$ cat src/rtl/uart_tx_fifo_if.sv
`default_nettype none
// ============================================================================
// Module  : uart_tx_fifo_if
// Brief   : Write-side and serial-side signal bundle of the buffered UART TX.
// Revision: 1.0 - initial release
// ============================================================================
interface uart_tx_fifo_if #(
    parameter int DATA_BITS  = 8,
    parameter int FIFO_DEPTH = 4
);
    localparam int LW = $clog2(FIFO_DEPTH) + 1;

    logic                 rw;
    logic [DATA_BITS-1:0] din;
    logic                 full;
    logic [LW-1:0]        level;
    logic                 busy;
    logic                 done;
    logic                 tx;

    modport master (output rw, din, input full, level, busy, done, tx);
    modport slave  (input rw, din, output full, level, busy, done, tx);
endinterface
`default_nettype wire

$ cat src/rtl/uart_tx_fifo.sv
`default_nettype none
// ============================================================================
// Module  : uart_tx_fifo
// Brief   : Byte FIFO feeding a configurable start/data/parity/stop serialiser.
// Revision: 1.0 - initial release
// ============================================================================
module uart_tx_fifo #(
    parameter int CLK_FREQ   = 50_000_000,
    parameter int BAUD       = 9600,
    parameter int DATA_BITS  = 8,
    parameter int PARITY     = 0,
    parameter int STOP_BITS  = 1,
    parameter int FIFO_DEPTH = 4
) (
    input  wire logic      clk_in,
    input  wire logic      reset,
    uart_tx_fifo_if.slave  bus
);
    localparam int DIV = CLK_FREQ / BAUD;
    localparam int CW  = (DIV > 1) ? $clog2(DIV) : 1;
    localparam int AW  = $clog2(FIFO_DEPTH);

    localparam logic [CW-1:0] c_BAUD_LAST = CW'(DIV - 1);
    localparam logic [3:0]    c_DATA_LAST = 4'(DATA_BITS - 1);
    localparam logic [3:0]    c_STOP_LAST = 4'(STOP_BITS - 1);
    localparam logic          c_ODD       = (PARITY == 1);

    localparam logic [2:0] c_IDLE   = 3'd0;
    localparam logic [2:0] c_START  = 3'd1;
    localparam logic [2:0] c_DATA   = 3'd2;
    localparam logic [2:0] c_PARITY = 3'd3;
    localparam logic [2:0] c_STOP   = 3'd4;

    // ---------------- FIFO ----------------
    logic [DATA_BITS-1:0] mem_q [FIFO_DEPTH];
    logic [AW:0]          wr_ptr_q, rd_ptr_q;
    logic                 rw_q;
    logic                 empty, full, push, pop;
    logic [DATA_BITS-1:0] head;

    assign empty = (wr_ptr_q == rd_ptr_q);
    assign full  = (wr_ptr_q[AW] != rd_ptr_q[AW]) &&
                   (wr_ptr_q[AW-1:0] == rd_ptr_q[AW-1:0]);
    assign head  = mem_q[rd_ptr_q[AW-1:0]];
    // A simultaneous pop frees the slot, so a push while full still lands.
    assign push  = bus.rw & ~rw_q & (~full | pop);

    always_ff @(posedge clk_in or negedge reset) begin
        if (!reset) begin
            rw_q     <= 1'b0;
            wr_ptr_q <= '0;
            rd_ptr_q <= '0;
        end else begin
            rw_q <= bus.rw;
            if (push) wr_ptr_q <= wr_ptr_q + 1'b1;
            if (pop)  rd_ptr_q <= rd_ptr_q + 1'b1;
        end
    end

    always_ff @(posedge clk_in) begin
        if (push) mem_q[wr_ptr_q[AW-1:0]] <= bus.din;
    end

    assign bus.full  = full;
    assign bus.level = wr_ptr_q - rd_ptr_q;

    // ---------------- Serialiser ----------------
    logic [2:0]           state_q, state_d;
    logic [CW-1:0]        baud_q, baud_d;
    logic [3:0]           bit_q, bit_d;
    logic [DATA_BITS-1:0] shift_q, shift_d;
    logic                 par_q, par_d;
    logic                 tx_q, tx_d;
    logic                 baud_end;

    assign baud_end = (baud_q == c_BAUD_LAST);

    always_ff @(posedge clk_in or negedge reset) begin
        if (!reset) begin
            state_q <= c_IDLE;
            baud_q  <= '0;
            bit_q   <= '0;
            shift_q <= '0;
            par_q   <= 1'b0;
            tx_q    <= 1'b1;
        end else begin
            state_q <= state_d;
            baud_q  <= baud_d;
            bit_q   <= bit_d;
            shift_q <= shift_d;
            par_q   <= par_d;
            tx_q    <= tx_d;
        end
    end

    always_comb begin
        state_d = state_q;
        baud_d  = baud_q;
        bit_d   = bit_q;
        shift_d = shift_q;
        par_d   = par_q;
        pop     = 1'b0;
        case (state_q)
            c_IDLE: begin
                if (!empty) begin
                    pop     = 1'b1;
                    state_d = c_START;
                    baud_d  = '0;
                    shift_d = head;
                    par_d   = (^head) ^ c_ODD;
                end
            end
            c_START: begin
                if (baud_end) begin
                    state_d = c_DATA;
                    baud_d  = '0;
                    bit_d   = '0;
                end else begin
                    baud_d = baud_q + 1'b1;
                end
            end
            c_DATA: begin
                if (baud_end) begin
                    baud_d = '0;
                    if (bit_q == c_DATA_LAST) begin
                        bit_d   = '0;
                        state_d = (PARITY != 0) ? c_PARITY : c_STOP;
                    end else begin
                        bit_d   = bit_q + 1'b1;
                        shift_d = shift_q >> 1;
                    end
                end else begin
                    baud_d = baud_q + 1'b1;
                end
            end
            c_PARITY: begin
                if (baud_end) begin
                    baud_d  = '0;
                    bit_d   = '0;
                    state_d = c_STOP;
                end else begin
                    baud_d = baud_q + 1'b1;
                end
            end
            c_STOP: begin
                if (baud_end) begin
                    baud_d = '0;
                    if (bit_q == c_STOP_LAST) begin
                        bit_d = '0;
                        // Chain straight into the next frame without an idle bit.
                        if (!empty) begin
                            pop     = 1'b1;
                            state_d = c_START;
                            shift_d = head;
                            par_d   = (^head) ^ c_ODD;
                        end else begin
                            state_d = c_IDLE;
                        end
                    end else begin
                        bit_d = bit_q + 1'b1;
                    end
                end else begin
                    baud_d = baud_q + 1'b1;
                end
            end
            default: state_d = c_IDLE;
        endcase
    end

    // Line level follows the next state so tx changes on the same edge as the state.
    always_comb begin
        tx_d = 1'b1;
        case (state_d)
            c_START:  tx_d = 1'b0;
            c_DATA:   tx_d = shift_d[0];
            c_PARITY: tx_d = par_d;
            default:  tx_d = 1'b1;
        endcase
    end

    assign bus.tx   = tx_q;
    assign bus.busy = (state_q != c_IDLE);
    assign bus.done = (state_q == c_STOP) && baud_end && (bit_q == c_STOP_LAST);

endmodule
`default_nettype wire

$ cat src/flat_wrapper.sv
// flat-port wrapper written by rule: the top's interface ports become plain ports
module uart_tx_fifo_flat 
#(
    parameter int CLK_FREQ   = 50_000_000,
    parameter int BAUD       = 9600,
    parameter int DATA_BITS  = 8,
    parameter int PARITY     = 0,
    parameter int STOP_BITS  = 1,
    parameter int FIFO_DEPTH = 4
)
  (clk_in, reset, bus_rw, bus_din, bus_full, bus_level, bus_busy, bus_done, bus_tx);
  uart_tx_fifo_if #(.DATA_BITS(DATA_BITS), .FIFO_DEPTH(FIFO_DEPTH)) bus_i ();
  input  wire logic clk_in;
  input  wire logic reset;
  input wire logic [$bits(bus_i.rw)-1:0] bus_rw;
  input wire logic [$bits(bus_i.din)-1:0] bus_din;
  output wire logic [$bits(bus_i.full)-1:0] bus_full;
  output wire logic [$bits(bus_i.level)-1:0] bus_level;
  output wire logic [$bits(bus_i.busy)-1:0] bus_busy;
  output wire logic [$bits(bus_i.done)-1:0] bus_done;
  output wire logic [$bits(bus_i.tx)-1:0] bus_tx;
  assign bus_i.rw = bus_rw;
  assign bus_i.din = bus_din;
  assign bus_full = bus_i.full;
  assign bus_level = bus_i.level;
  assign bus_busy = bus_i.busy;
  assign bus_done = bus_i.done;
  assign bus_tx = bus_i.tx;
  uart_tx_fifo #(.CLK_FREQ(CLK_FREQ), .BAUD(BAUD), .DATA_BITS(DATA_BITS), .PARITY(PARITY), .STOP_BITS(STOP_BITS), .FIFO_DEPTH(FIFO_DEPTH)) u_core (.clk_in(clk_in), .reset(reset), .bus(bus_i));
endmodule
$ cat config.mk
export PLATFORM = sky130hd
export DESIGN_NAME = uart_tx_fifo_flat
export DESIGN_NICKNAME = d
export VERILOG_FILES = /design/src/rtl/uart_tx_fifo_if.sv /design/src/rtl/uart_tx_fifo.sv /design/src/flat_wrapper.sv
export SDC_FILE = /design/constraint.sdc
export NUM_CORES = 1
export LEC_CHECK = 0
export ABC_AREA = 1
export CORE_MARGIN = 5
export CORE_UTILIZATION = 50
export CTS_CLUSTER_DIAMETER = 200
export DETAILED_ROUTE_END_ITERATION = 16
export DONT_BUFFER_PORTS = 1
export MAX_ROUTING_LAYER = met4
export PLACE_DENSITY = 0.68
export SLEW_MARGIN = 40
export SYNTH_ARGS = -nofsm -noshare
export SYNTH_HDL_FRONTEND = slang
export SYNTH_SLANG_ARGS = --single-unit
$ cat constraint.sdc
create_clock -name clk_in -period 2.14 [get_ports clk_in]
set_clock_uncertainty 0.05 [all_clocks]
set_input_delay 0.214 -clock clk_in [delete_from_list [all_inputs] [get_ports clk_in]]
set_output_delay 0.214 -clock clk_in [all_outputs]
set_load 0.05 [all_outputs]
==> flow_summary.json, run 1 <==
{
  "drt_iter0_markers": 124,
  "cts_tree": "built",
  "intPower_uw": 2270,
  "dieWidth_um": 97.2,
  "core-area_mm2": 0.00733,
  "worst_ir_drop_vdd_mv": 1.48,
  "cts.sink_count": 69,
  "hold_path_class": "in -> reg",
  "cts_buffer_depth": 2,
  "antenna_found_initial": 0,
  "synth_top_flop_cell": "dfrtp_1",
  "grt_pass1_wl_mm": 13.9,
  "overflow": 0,
  "met3_usage_pct": 4.95,
  "relSlewSlack_pct": 72.1,
  "power.share.switching_pct": 35.0,
  "cp_max_fo": 8,
  "ant_nets": 0,
  "cp.arrival_ns": 2.19,
  "slew_violations": 0,
  "cp_num_cells": 12,
  "cp-end-kind": "flip-flop",
  "r2r_cells": 12,
  "worst_slew_pin_slew_ns": 0.419,
  "fin_ws_ns": -0.0270,
  "clk_latency_ns": 0.35,
  "p_leak_uw": 0.00212,
  "cap_violations": 0,
  "synthTopCellsByArea": "edfxtp_1 (25%), dfrtp_1 (24%), nand2_1 (15%), inv_1 (4.6%), nand3_1 (4.2%)",
  "power_switching_uw": 1220,
  "place_congestion": 0.862,
  "synth_fp_nets": 456,
  "nFillCells": 588,
  "path_common_cell": "nand2_4",
  "crit_required_ns": 2.16,
  "seqPwrFrac_pct": 44.0,
  "finalSetupViolCount": 12,
  "fmax_mhz": 461,
  "grt_start_max_net_pins": 38,
  "violations": "setup timing",
  "yosysMostFrequentCell": "nand2_1",
  "grtUsageMet1_pct": 24.6,
  "gr-usage-met2_pct": 28.6,
  "power_density_mw_per_mm2": 767,
  "nets": 505,
  "yosys.area.top_type": "edfxtp_1",
  "critPathMaxStageDelay_ns": 0.43,
  "drive_gt1_share_pct": 19.1,
  "drc": 0,
  "power_uw": 3490,
  "rows": 31,
  "post_dp_cell_area_mm2": 0.00407,
  "die_h_um": 97.2,
  "root_buffer": "clkbuf_8",
  "pwr-share-comb_pct": 25.0,
  "clkPwrFrac_pct": 31.0,
  "avgSynthCellArea_um2": 8.76,
  "port_buffers": 0,
  "rsz0062_at_grt": "yes",
  "die_area_mm2": 0.00945,
  "ys_types": 47,
  "io_pins": 18,
  "cts_max_level": 3,
  "numCtsBuffers": 9,
  "ys_top_cells_by_count": "nand2_1 (147), inv_1 (47), dfrtp_1 (36)",
  "rrSetupSlack_ns": -0.03,
  "status": "finished with violations",
  "worstPathCellList": "ha_4 -> nand2_4 -> inv_4 -> nand3_4 -> nor3_4 -> nand3_2 -> nand2_4 -> nand2_4 -> nand2_4 -> nand3_4 -> nor2_4 -> buf_6",
  "drt-total-wl_mm": 8.15,
  "crit_family": "simple AND/OR/NAND/NOR gates",
  "pre_cts_slack_ns": -0.0330,
  "async_flop_share_pct": 53.6,
  "wire_per_inst_um": 13.9,
  "via_per_inst": 5.15,
  "yosysSeqAreaShare_pct": 49.6,
  "final.min_clock_period_ns": 2.17,
  "syn-instance-count": 434,
  "timing.final.crit_share_pct": 101,
  "path_buf_inv": 2,
  "grt_pass1_vias": 2945,
  "critical_path_class": "reg -> reg",
  "netlist_area_mm2": 0.00380,
  "grt_usage_pct": 18.7,
  "hold_depth": 3,
  "initial_core_util_pct": 51.9,
  "place_hpwl_mm": 5.80,
  "startpoint_type": "flip-flop",
  "stdcell_area_mm2": 0.00455,
  "final-hold-violation-count": 0,
  "slowest_stage": "dfrtp_1",
  "synth_edf_count": 32,
  "ys_ff_latch": 69,
  "synthToLayoutAreaGrowth_pct": 19.6,
  "vias": 3021,
  "busiest_layer": "met2",
  "diodes": 0,
  "drt-pass1-iter-count": 4,
  "path_clk_slew_ns": 0.09,
  "synth_top_area_share_pct": 25.3,
  "yosysWarnings": 0
}
timing repair:
action                                 4_1_cts  5_1_grt
pin swaps                                    1        8
setup endpoints to repair                   32       36
setup buffers                                0       12
endpoints found under the hold margin       70        0
cloned                                       0        1
resized for setup                            1       14
hold buffers                                11        0
power groups by stage:
stage	combinational, uW	sequential (uW)	clock, uW
finish	874	1540	1080
global route	951	1540	1160
CTS	826	1540	1100
detailed placement	777	1570	0
global placement	761	1560	0
floorplan	530	1550	0
metal layers:
metal  routed length (um)  part of all wire (%)  vias up
met2                 3840                    47       74
met1                 3830                    47     1430
met4                   80                  0.98        0
met3                  410                   5.0        6
li1                     -                     -     1511
met5                    0                     0        -
cell usage in the layout, fill, tap and decap left out, drive strengths merged, types with 3 or more instances in the layout:
cell type and instances:
edfxtp 32, a22oi 8, nand4 7, clkinv 3, xor2 5, o21ai 15, nand2 153, dlygate4sd3 10
inv 62, nand3 36, a21oi 7, clkbuf 9, buf 33, dfrtp 36, ha 10, xnor2 3
nor2 40
through the flow:
step	hold WS [ns]	std cells	util [%]	TNS, ns
3_3_place_gp	-0.131	547	55.5	0
2_1_floorplan	-0.132	434	-	0
5_1_grt	0.188	587	62.1	-3.96
3_5_place_dp	-0.131	547	55.5	-0.532
6_report	0.194	587	62.1	-0.213
4_1_cts	0.0526	574	59.9	0
worst paths after layout:
kind	start	endpoint
worst min register to register	u_core.shift_q[4]$_DFFE_PN0P_	u_core.shift_q[4]$_DFFE_PN0P_
worst max-delay path	u_core.baud_q[1]$_DFFE_PN0P_	u_core.mem_q[0][7]$_DFFE_PP_
worst min-delay path	bus_rw	u_core.wr_ptr_q[0]$_DFFE_PN0N_
worst max register to register	u_core.baud_q[1]$_DFFE_PN0P_	u_core.mem_q[0][7]$_DFFE_PP_
min in group asynchronous	reset	u_core.state_q[2]$_DFF_PN0_
max in group asynchronous	reset	u_core.bus.tx$_DFF_PN1_
worst register-to-register path: stages, from the launching register on:
cell and delay [ns]:
dfrtp_1 0.43, ha_4 0.18, nand2_4 0.06, inv_4 0.07, nand3_4 0.07, nor3_4 0.20
nand3_2 0.13, nand2_4 0.09, nand2_4 0.07, nand2_4 0.07, nand3_4 0.18, nor2_4 0.16
buf_6 0.14
cell families after synthesis:
group / Yosys count / synth area share (%)
XOR/XNOR: 8 / 2.04
AO/OA/AOI/OAI: 41 / 6.84
buffers and inverters: 64 / 6.97
flip-flops: 69 / 49.6
AND/OR/NAND/NOR: 241 / 30.7
adder cells (fa/ha/maj): 11 / 3.82
final cells by class:
type	instances	area, um2	share of cell area [%]
inverters	58	233	5.12
multi-input cells	302	1720	37.7
clock inverters	7	76.3	1.68
flip-flops and latches	69	1890	41.5
clock buffers	9	124	2.72
repair buffers	43	388	8.53
well taps	99	124	2.72
registers in the layout, summed over array words and instances (netlist names):
name / flops
u_core.baud_q: 13
u_core.bit_q: 4
u_core.bus.tx: 1
u_core.mem_q: 32
u_core.par_q: 1
u_core.rd_ptr_q: 3
u_core.rw_q: 1
u_core.shift_q: 8
u_core.state_q: 3
u_core.wr_ptr_q: 3
Power figures use the tool's default switching activity.
==> run 2, diff against run 1 <==
CTS_CLUSTER_DIAMETER = default   (was 200)
==> results of run 2 <==
Final layout, timing and power as in run 1 (identical DEF).
==> run 3, diff against run 2 <==
CELL_PAD_IN_SITES_DETAIL_PLACEMENT = 0   (was default)
CELL_PAD_IN_SITES_GLOBAL_PLACEMENT = 1   (was default)
CORE_UTILIZATION = 44   (was 50)
PLACE_DENSITY = default   (was 0.68)
PLACE_DENSITY_LB_ADDON = 0.1   (was default)
SETUP_SLACK_MARGIN = 0.02   (was default)
clock period = 1.8 ns   (was 2.14 ns; I/O delays follow)
==> flow_summary.json, run 3 (synthesis results as in run 1) <==
{
  "initial_core_util_pct": 44.5,
  "nets": 580,
  "worst_ir_drop_vdd_mv": 1.35,
  "drc": 0,
  "grt_usage_pct": 18.2,
  "ant_nets": 0,
  "fin_ws_ns": -0.267,
  "multi_input_area_mm2": 0.00213,
  "cp.arrival_ns": 1.84,
  "wire_per_inst_um": 13.8,
  "drive_gt1_share_pct": 46.5,
  "final-hold-violation-count": 0,
  "die_area_mm2": 0.0106,
  "fin_setup_tns_ns": -9.70,
  "power_density_mw_per_mm2": 809,
  "cp_max_fo": 2,
  "slowest_stage": "dfrtp_1",
  "core-area_mm2": 0.00855,
  "synthToLayoutAreaGrowth_pct": 51.8,
  "cap_violations": 0,
  "via_per_inst": 4.82,
  "r2r_cells": 11,
  "rsz0062_at_grt": "yes",
  "vias": 3237,
  "grt_pass1_vias": 3077,
  "grt_start_max_net_pins": 38,
  "relSlewSlack_pct": 75.6,
  "nFillCells": 663,
  "dieWidth_um": 103,
  "cp-end-kind": "primary output",
  "clk_latency_ns": 0.37,
  "timing.final.crit_share_pct": 115,
  "rows": 34,
  "numCtsBuffers": 9,
  "worstPathCellList": "ha_4 -> nand2_4 -> inv_4 -> nand3_4 -> buf_6 -> nor3_4 -> nand2_2 -> buf_6 -> nor2_4 -> buf_12",
  "most-common-layout-cells": "nand2_1 (100), buf_4 (79), dfrtp_1 (35), inv_1 (34), nand2_2 (34)",
  "io_pins": 18,
  "crit_required_ns": 1.57,
  "drt-pass1-iter-count": 4,
  "largest_reg_flops": 32,
  "diodes": 0,
  "startpoint_type": "flip-flop",
  "antenna_found_initial": 0,
  "ff_latch_area_mm2": 0.00189,
  "drt-total-wl_mm": 9.25,
  "path_common_cell": "buf_6",
  "cts_max_level": 3,
  "place_congestion": 0.815,
  "final.min_clock_period_ns": 2.07,
  "worst_slew_pin_slew_ns": 0.362,
  "status": "finished with violations",
  "fmax_mhz": 484,
  "cts_tree": "built",
  "violations": "setup timing",
  "root_buffer": "clkbuf_8",
  "path_clk_slew_ns": 0.09,
  "critical_path_class": "reg -> out",
  "r2r_start": "u_core.baud_q[1]$_DFFE_PN0P_",
  "hold_path_class": "in -> reg",
  "critPathMaxStageDelay_ns": 0.40,
  "finalSetupViolCount": 62,
  "final_common_cell": "nand2_1",
  "grt_pass1_wl_mm": 14.4,
  "hold_depth": 3,
  "hold_start": "bus_rw",
  "slew_violations": 0,
  "cts_buffer_depth": 2,
  "place_hpwl_mm": 6.19,
  "p_leak_uw": 0.00265,
  "pre_cts_slack_ns": -0.261,
  "worstHoldEndpoint": "u_core.wr_ptr_q[1]$_DFFE_PN0N_",
  "cts.sink_count": 69,
  "port_buffers": 0,
  "rrSetupSlack_ns": -0.24,
  "die_h_um": 103,
  "timing.rr.end": "u_core.mem_q[0][6]$_DFFE_PP_",
  "overflow": 0,
  "drt_iter0_markers": 91
}
-- run 3: changes by cell type in the layout (fill, tap and decap cells not counted), moves of 9 or more --
| cell | change |
|---|---|
| inv_1 | -13 |
| nand3_1 | -9 |
| nand2_1 | -47 |
| buf_4 | +52 |
| buf_6 | +10 |
| nor2_1 | -9 |
| nand2_2 | +32 |
| nand2_4 | +13 |
-- run 3: worst max-delay path by stage --
stage | from | end | slack, ns | cells after the start
floorplan | u_core.baud_q[0]$_DFFE_PN0P_ | u_core.mem_q[3][0]$_DFFE_PP_ | -0.22 | 11
finish | u_core.baud_q[1]$_DFFE_PN0P_ | bus_done | -0.27 | 10
global placement | u_core.baud_q[1]$_DFFE_PN0P_ | u_core.mem_q[3][5]$_DFFE_PP_ | -0.19 | 11
detailed placement | u_core.baud_q[1]$_DFFE_PN0P_ | u_core.mem_q[3][7]$_DFFE_PP_ | -0.26 | 11
global route | u_core.baud_q[1]$_DFFE_PN0P_ | bus_done | -0.36 | 10
CTS | u_core.baud_q[0]$_DFFE_PN0P_ | bus_done | -0.26 | 10
-- run 3: area by class of cell --
cell class | count | area share, %
clock buffers | 9 | 2.14
clock inverters | 7 | 1.54
inverters | 58 | 4.55
multi-input cells | 302 | 36.9
flip-flops and latches | 69 | 32.7
well taps | 108 | 2.34
repair buffers | 118 | 19.8
-- run 3: stage by stage --
stage / instance area, um2 / utilization (%) / hold WS [ns] / power [uW] / cells
detailed placement: 4660 / 54.4 / -0.165 / 3040 / 618
global route: 5780 / 67.5 / 0.117 / 4890 / 671
global placement: 4660 / 54.4 / -0.164 / 3020 / 618
CTS: 5270 / 61.6 / 0.121 / 4620 / 660
floorplan: 3870 / - / -0.166 / 2550 / 434
finish: 5780 / 67.5 / 0.113 / 4670 / 671
-- run 3: timing repair --
item / CTS / global route
hold buffers: 11 / 0
gates cloned: 1 / 2
resized for setup: 53 / 105
buffers inserted: 14 / 11
setup endpoints to repair: 65 / 66
endpoints found under the hold margin: 70 / 0
pin swaps: 20 / 46
-- run 3: power breakdown --
| group | switching (uW) | internal, uW | total (uW) |
|---|---|---|---|
| logic | 777 | 654 | 1430 |
| clock network | 743 | 679 | 1420 |
| registers | 51.5 | 1770 | 1820 |
| total | 1570 | 3100 | 4670 |
-- run 3: routing by layer --
layer / vias up / share of wire, % / track usage, %
met2: 39 / 46 / 26.0
met5: - / 0 / -
li1: 1665 / - / -
met4: 0 / 1.5 / 7.07
met1: 1520 / 49 / 25.8
met3: 13 / 2.6 / 2.84
-- run 3: critical path, delay by kind of cell (launching register included) --
family / cells / cell delay (ns)
buf+inv: 4 / 0.44
flops: 1 / 0.40
fa+ha+maj: 1 / 0.17
simple gates: 5 / 0.48
